`config.mk`:
```
export PLATFORM = sky130hd
export DESIGN_NAME = mu0_ctrl
export DESIGN_NICKNAME = d
export VERILOG_FILES = /design/src/rtl/mu0_ctrl.sv
export SDC_FILE = /design/constraint.sdc
export NUM_CORES = 1
export LEC_CHECK = 0
export CAP_MARGIN = 20
export CELL_PAD_IN_SITES_DETAIL_PLACEMENT = 1
export CELL_PAD_IN_SITES_GLOBAL_PLACEMENT = 1
export CORE_AREA = 4 4 55 95
export CTS_BUF_LIST = sky130_fd_sc_hd__clkbuf_4
export CTS_CLUSTER_SIZE = 10
export DETAILED_ROUTE_END_ITERATION = 7
export DIE_AREA = 0 0 59 99
export GPL_ROUTABILITY_DRIVEN = 0
export HOLD_SLACK_MARGIN = 0.02
export PLACE_DENSITY = 0.78
export REMOVE_ABC_BUFFERS = 1
export SLEW_MARGIN = 15
export SYNTH_ARGS = -nofsm -noshare
export SYNTH_HDL_FRONTEND = slang
export SYNTH_SLANG_ARGS = --single-unit
```
`constraint.sdc`:
```
create_clock -name clk -period 1.36 [get_ports clk]
set_input_delay 0.204 -clock clk [delete_from_list [all_inputs] [get_ports clk]]
set_output_delay 0.204 -clock clk [all_outputs]
set_load 0.01 [all_outputs]
```
`src/rtl/mu0_ctrl.sv`:
```
// MU0 control FSM (fetch/decode/exec) with memory timeout and a retired-instruction counter; optional single-step via MU0_CTRL_STEP_EN.
// Latency: controls are combinational from state/opcode/flags/mem_ack. Backpressure: each access holds mem_req until mem_ack arrives or TIMEOUT expires.
module mu0_ctrl #(
   parameter int TIMEOUT = 15,
   parameter int CNTW    = 16
) (
   input  logic            clk,
   input  logic            reset,
   input  logic            start,
   input  logic [3:0]      opcode,
   input  logic            acc_zero,
   input  logic            acc_neg,
   input  logic            mem_ack,
`ifdef MU0_CTRL_STEP_EN
   input  logic            single_step,
`endif
   output logic            mem_req,
   output logic            mem_we,
   output logic            addr_sel,
   output logic            ir_ld,
   output logic            pc_inc,
   output logic            pc_ld,
   output logic            acc_ld,
   output logic [1:0]      alu_fn,
   output logic            halted,
   output logic            error,
   output logic [CNTW-1:0] instr_cnt
);

   typedef enum logic [2:0] {
      S_IDLE, S_FETCH, S_DECODE, S_EXEC, S_HALT, S_ERR
   } state_t;

   localparam logic [3:0] OP_LDA = 4'd0, OP_STO = 4'd1, OP_ADD = 4'd2, OP_SUB = 4'd3,
                          OP_JMP = 4'd4, OP_JGE = 4'd5, OP_JNE = 4'd6, OP_STP = 4'd7;

   state_t     state, state_nxt;
   logic [7:0] to_cnt;
   logic       to_hit;
   logic       retire;
   logic       step_stop;
   state_t     resume;

`ifdef MU0_CTRL_STEP_EN
   assign step_stop = single_step;
`else
   assign step_stop = 1'b0;
`endif

   // A retirement that would refetch parks in IDLE instead when single-stepping.
   assign resume = step_stop ? S_IDLE : S_FETCH;
   assign to_hit = mem_req && !mem_ack && (to_cnt == 8'(TIMEOUT - 1));

   always_comb begin
      state_nxt = state;
      retire    = 1'b0;
      mem_req   = 1'b0;
      mem_we    = 1'b0;
      addr_sel  = 1'b0;
      ir_ld     = 1'b0;
      pc_inc    = 1'b0;
      pc_ld     = 1'b0;
      acc_ld    = 1'b0;
      alu_fn    = 2'b00;
      halted    = 1'b0;
      error     = 1'b0;
      case (state)
         S_IDLE: begin
            if (start) state_nxt = S_FETCH;
         end
         S_FETCH: begin
            mem_req = 1'b1;
            if (mem_ack) begin
               ir_ld     = 1'b1;
               pc_inc    = 1'b1;
               state_nxt = S_DECODE;
            end else if (to_hit) begin
               state_nxt = S_ERR;
            end
         end
         S_DECODE: begin
            case (opcode)
               OP_LDA, OP_STO, OP_ADD, OP_SUB: state_nxt = S_EXEC;
               OP_JMP: begin pc_ld = 1'b1;      retire = 1'b1; state_nxt = resume; end
               OP_JGE: begin pc_ld = !acc_neg;  retire = 1'b1; state_nxt = resume; end
               OP_JNE: begin pc_ld = !acc_zero; retire = 1'b1; state_nxt = resume; end
               OP_STP: begin retire = 1'b1; state_nxt = S_HALT; end
               default: state_nxt = S_ERR;
            endcase
         end
         S_EXEC: begin
            mem_req  = 1'b1;
            addr_sel = 1'b1;
            mem_we   = (opcode == OP_STO);
            if (mem_ack) begin
               retire    = 1'b1;
               state_nxt = resume;
               case (opcode)
                  OP_LDA: begin acc_ld = 1'b1; alu_fn = 2'b00; end
                  OP_ADD: begin acc_ld = 1'b1; alu_fn = 2'b01; end
                  OP_SUB: begin acc_ld = 1'b1; alu_fn = 2'b10; end
                  default: ;
               endcase
            end else if (to_hit) begin
               state_nxt = S_ERR;
            end
         end
         S_HALT: begin
            halted = 1'b1;
            if (start) state_nxt = S_FETCH;
         end
         S_ERR: begin
            error = 1'b1;
         end
         default: state_nxt = S_IDLE;
      endcase
   end

   always_ff @(posedge clk) begin
      if (reset) begin
         state     <= S_IDLE;
         to_cnt    <= 8'd0;
         instr_cnt <= '0;
      end else begin
         state <= state_nxt;
         if (retire) instr_cnt <= instr_cnt + CNTW'(1);
         // Counts consecutive unacknowledged request cycles only.
         if (!mem_req || mem_ack) to_cnt <= 8'd0;
         else                     to_cnt <= to_cnt + 8'd1;
      end
   end

endmodule
```
* Word-level counts from Yosys, hierarchy flattened
Index checks and enable logic that the tools add are counted.
** Storage, ports and cells
- Memories :: 0
- Bits in latches :: 0
- ROM bits :: 0
- Memory bits (writable) :: 0
- Logic and storage cells :: 60
- Output and inout port bits :: 27
- Input port bits :: 10
- Register bits :: 27
** Operators by class
- Shift operators :: 0
- Add/sub/neg operators :: 2
- Divide/modulo/power cells :: 0
- Magnitude comparators :: 0
- Multiplexer cells :: 23
- Equal/unequal tests :: 14
- Bitwise logic cells :: 1
- Multipliers :: 0
- Reduce and logical (&&, ||, !) cells :: 17
** Operators with widths (count)
- adder 16 x 1 -> 16 bit, second input constant :: 1
- equality test 4 x 3 -> 1 bit, second input constant :: 4
- one-hot mux 3 bit (5 select lines) :: 1
- 2-to-1 mux 1 bit :: 12
- 2-to-1 mux 3 bit :: 4
- one-hot mux 3 bit (3 select lines) :: 1
- adder 8 x 1 -> 8 bit, second input constant :: 1
- equality test 4 x 2 -> 1 bit, second input constant :: 2
- equality test 8 x 4 -> 1 bit, second input constant :: 1
- OR reduction 4 bit :: 2
- equality test 3 x 2 -> 1 bit, second input constant :: 2
- equality test 3 bit, second input constant :: 2
- OR reduction 2 bit :: 3
- OR reduction 3 bit :: 2
- equality test 4 x 1 -> 1 bit, second input constant :: 1
- zero test 1 bit :: 4
- zero test 4 bit :: 1
- 2-to-1 mux 2 bit :: 2
- one-hot mux 2 bit (2 select lines) :: 1
- equality test 3 x 1 -> 1 bit, second input constant :: 1
- zero test 3 bit :: 1
- one-hot mux 1 bit (3 select lines) :: 1
- logical AND 1 bit :: 2
- inequality test 2 x 1 -> 1 bit, second input constant :: 1
- other kinds (4) :: 4

* Logic depth before layout (Yosys ltp)
Gate-level depths: netlist of the first run.
- Depth after elaboration :: 8
- Gate-level depth with buffers :: 6
- Mapped depth without buffers :: 5

* Worst setup path before layout of the first run
OpenSTA, ideal clock, no wires.
- Kind :: register to output
- Start point :: reg state[2]
- End point :: out pc_ld
- Data arrival time :: 1.439 ns
- Required time :: 1.156 ns
- Setup slack :: -0.283 ns
- Buffers on the path :: 1
- Cell stages (with the launch flop) :: 6
- Path through :: dfxtp_1 -> clkbuf_1 -> nand2b_1 -> nor2_1 -> nand2_1 -> a2111oi_0
** On the way
- Longest elaborated chain between the ends :: 2
** RTL lines
- from (decl) :: line 37 : state_t state, state_nxt;
- from (signal assigned) :: line 125 : state <= state_nxt;
- equality test 3 x 2 -> 1 bit :: line 67 : case (state)
- 2-to-1 mux 1 bit :: line 67
- to (decl) :: line 22 : output logic pc_ld,
No other way between the ends.

* Final worst setup path of the first run
- Start point :: reg state[0]
- End point :: reg instr_cnt[10]
** On the way
- Longest elaborated chain between the ends :: 2
- Elaborated cells between the ends (all ways) :: 3
- Those cells by class :: eq/ne: 2; mux: 1
** RTL lines
- equality test 3 x 2 -> 1 bit :: line 67
- one-hot mux 1 bit (2 select lines) (*) :: line 67
- to (signal assigned) :: line 126 : if (retire) instr_cnt <= instr_cnt + CNTW'(1);
- to (decl) :: line 27 : output logic [CNTW-1:0] instr_cnt
Every way passes the cells marked *; elsewhere a longest branch is shown, timed or not.
A chain may end at the register's enable or synchronous reset.

==> metrics.md, run 1 <==
| Metric | Value |
|---|---|
| Highest clock rate | 0.569 GHz |
| Overall die area | 5840 µm² |
| Final Hold Violating Endpoints | 0 |
| Number of vias in the routed layout | 1715 |
| Fraction of met3 tracks used by global routing | 0.0236 |
| Required @ worst endpoint | 1.62 ns |
| Most used cells in the layout excluding fill and tap cells | buf_4 (51), dfxtp_2 (15), buf_6 (15) |
| Total global routing overflow | 0 |
| Post-synthesis to final-layout area growth | 82.0% |
| Total instance count after detailed placement | 298 |
| Antenna diode count | 0 |
| Static leakage | 1.04 nW |
| Failing checks | setup timing |
| Clock period minus final worst setup slack | 1.76 ns |
| Die span in x | 59 µm |
| Non-filler instance count after layout | 319 |
| Largest net degree at the start of global routing | 17 |
| Number of nets in the layout | 282 |
| Adder-cell area share of the yosys netlist | 0.0263 |
| Critical Path Sink Type | register |
| Proportion of register bits with asynchronous set or reset after synthesis | 0 |
| Sequential share of power | 0.541 |
| Int Pwr | 1.06 mW |
| Clock input transition at the sequential cells of the worst setup and hold paths | 0.18 ns |
| Total clock buffers created by CTS | 3 |
| Actual slew at the worst max-slew pin | 0.333 ns |
| Start point of the critical path | state[0] |
| Post-DR wirelength/cell | 18.3 µm |
| DRC viols | 0 |
| Seq/Total Area, Yosys | 0.379 |
| Share of power burned in combinational logic | 0.200 |
| Nature of the critical path startpoint | register |
| Std-Cell Rows | 32 |
| Number of antenna violations at the first check in global routing | 0 |
| Gate count of the mapped netlist | 176 |
| Hold Startpoint | to_cnt[0] |
| Sum of routed wire length over all layers | 5850 µm |
| Initial standard-cell utilization of the core | 0.324 |
| Mean instance size in the synthesized netlist | 8.11 µm² |
| Yosys cell types | 37 |
| CTS tree | yes |
| Critical path arrival | 2.01 ns |
| Fraction of layout cells with a size suffix above 1 | 0.552 |
| Half-perimeter wire length of the detailed placement result | 3700 µm |
| Xor/xnor cell area share of the yosys netlist | 0.0675 |
| Top FF cell, synth | dfxtp_1 |
| Cell area after synthesis | 1430 µm² |
| Start of the worst register-to-register path | state[0] |
| Core Footprint | 4400 µm² |
| Power density over the cells | 573 nW/µm² |
| Final WS setup | -0.398 ns |
| Highest net fanout along the worst path | 6 |
| Global-route met2 utilization | 0.388 |
| Global-route met1 utilization | 0.186 |
| Final core utilization | 0.590 |
| Critical Setup Path Class | register to register |
| Slew HR | 0.778 |
| Wire length of the first global-routing pass | 9090 µm |
| Insertion delay to the later sink of the worst-skew pair | 0.35 ns |
| Register bit count reported by yosys | 27 |
| Worst-case clock buffer depth | 2 |
| Number of placed I/O pins | 37 |
| Final antenna-violating net count | 0 |
| Number of buffers added on ports | 36 |
| Detailed-route vias per instance | 5.38 |
| TritonCTS Sinks | 27 |
| Number of global-route vias before repair | 1983 |
| Largest family of logic cells by synthesized area | simple AND/OR/NAND/NOR gates |
| Router iterations before antenna repair | 4 |
| Number of enable flip-flop cells after synthesis | 0 |
| Number of maximum-capacitance violations | 0 |
| Worst hold-check path type | register to register |
| Share of synthesized cell area in and, or, nand and nor gates | 0.319 |
| Most Crowded Layer GR | met2 |
| Pins Over Slew Limit | 0 |
| Die Y-Extent | 99 µm |
| Gr usage total | 0.199 |
| First DRT Iteration DRCs | 33 |
| Period Utilization, post-route | 1.29 |
| CTS hold repair buffers | 0 |
| Clock share of power | 0.259 |
| CTS Root Cell | clkbuf_4 |
| CTS H-tree depth | 1 |
| Largest voltage drop on the vdd net | 0.495 mV |
| Clock tree skew after final layout | 0.0200 ns |
| Synth Area in Compound Gates | 0.159 |
| Yosys warnings | 0 |
| Unrepaired setup endpoints after global routing | yes |
| Setup violations, final | 31 |
| Multiplexer share of the synthesized area | 0.00701 |
| Most common cell after layout, fill and taps aside | buf_4 |
| Switching power of the nets | 429 µW |
| Status | complete, but fails checks |
| Switching share of power | 0.288 |
==> cell families after synthesis <==
group | Yosys count
mux | 1
buf+inv | 15
simple gates | 81
flops | 27
fa+ha+maj | 3
xor+xnor | 11
compound gates | 38
==> cell type report <==
cell class / instances / area [µm²]
tap: 51 / 63.8
clock buffer: 3 / 22.5
fill: 504 / 1810
multi-input combinational: 134 / 1090
sequential: 27 / 567
inverter: 6 / 25.0
timing repair buffer: 97 / 820
clock inverter: 1 / 7.51
==> critical path, stage by stage (launching register included) <==
cell and delay [ns]:
dfxtp_4 0.41, buf_4 0.15, nor3b_4 0.23, buf_4 0.16
o2111ai_2 0.11, buf_6 0.16, buf_6 0.12, buf_4 0.13
o21ai_2 0.11, a21oi_1 0.09
==> through the flow <==
stage	hold WS [ns]	cell area [µm²]	setup slack, ns	TNS [ns]	total power [mW]
after global routing	0.585	2600	-0.463	-9.70	1.56
after floorplan	0.273	1390	-0.457	-3.56	0.885
final	0.543	2600	-0.398	-7.03	1.49
after detailed placement	0.488	2140	-0.724	-16.36	1.03
after global placement	0.476	2140	-0.647	-15.22	1.02
after CTS	0.519	2410	-0.341	-5.79	1.47
==> per-layer routing <==
metal	part of all wire	wire, µm
met3	0.029	169
met5	0	0
met1	0.34	2010
met4	0.029	167
met2	0.60	3500
==> synth_stat cells (all sizes together), types with 2 or more instances <==
| master | instances | area share |
|---|---|---|
| o2111ai | 3 | 0.018 |
| clkbuf | 7 | 0.018 |
| nor2b | 4 | 0.018 |
| o21ai | 13 | 0.046 |
| nand3 | 5 | 0.018 |
| xor2 | 7 | 0.043 |
| or3 | 10 | 0.044 |
| nand4 | 6 | 0.026 |
| a21oi | 13 | 0.046 |
| and2 | 6 | 0.026 |
| and3 | 2 | 0.0088 |
| dfxtp | 27 | 0.38 |
| nand2 | 10 | 0.026 |
| inv | 6 | 0.016 |
| ha | 3 | 0.026 |
| nor2 | 18 | 0.047 |
| and4 | 4 | 0.025 |
| buf | 2 | 0.0088 |
| and4b | 2 | 0.014 |
| nor3 | 6 | 0.021 |
| xnor2 | 4 | 0.025 |
| o211ai | 2 | 0.011 |
| nand2b | 3 | 0.013 |
==> final timing paths <==
check	slack, ns	cells after the start	endpoint
setup / recovery	-0.40	9	instr_cnt[10]
setup reg to reg	-0.40	9	instr_cnt[10]
hold / removal	0.54	2	to_cnt[0]
hold reg to reg	0.54	2	to_cnt[0]
==> state kept, by name, indices dropped and copies added (netlist names) <==
signal	cells
to_cnt	8
instr_cnt	16
state	3
==> power groups by stage <==
stage          registers [mW]  logic, mW  clock network (mW)
2_1_floorplan           0.829     0.0556                   0
3_3_place_gp            0.823      0.200                   0
3_5_place_dp            0.823      0.207                   0
4_1_cts                 0.807      0.269               0.397
5_1_grt                 0.808      0.317               0.436
6_report                0.806      0.298               0.385
==> timing repair <==
| item | CTS | global route |
|---|---|---|
| setup buffers | 15 | 6 |
| resized for setup | 120 | 58 |
| cloned | 0 | 0 |
| endpoints found under the setup margin | 52 | 50 |
| pin swaps | 25 | 13 |
No activity file was read; power rests on OpenSTA's default activity.
==> run 2: changes to the inputs <==
SLEW_MARGIN = 10   (was 15)
==> results of run 2 <==
Final layout, timing and power as in run 1 (identical DEF).
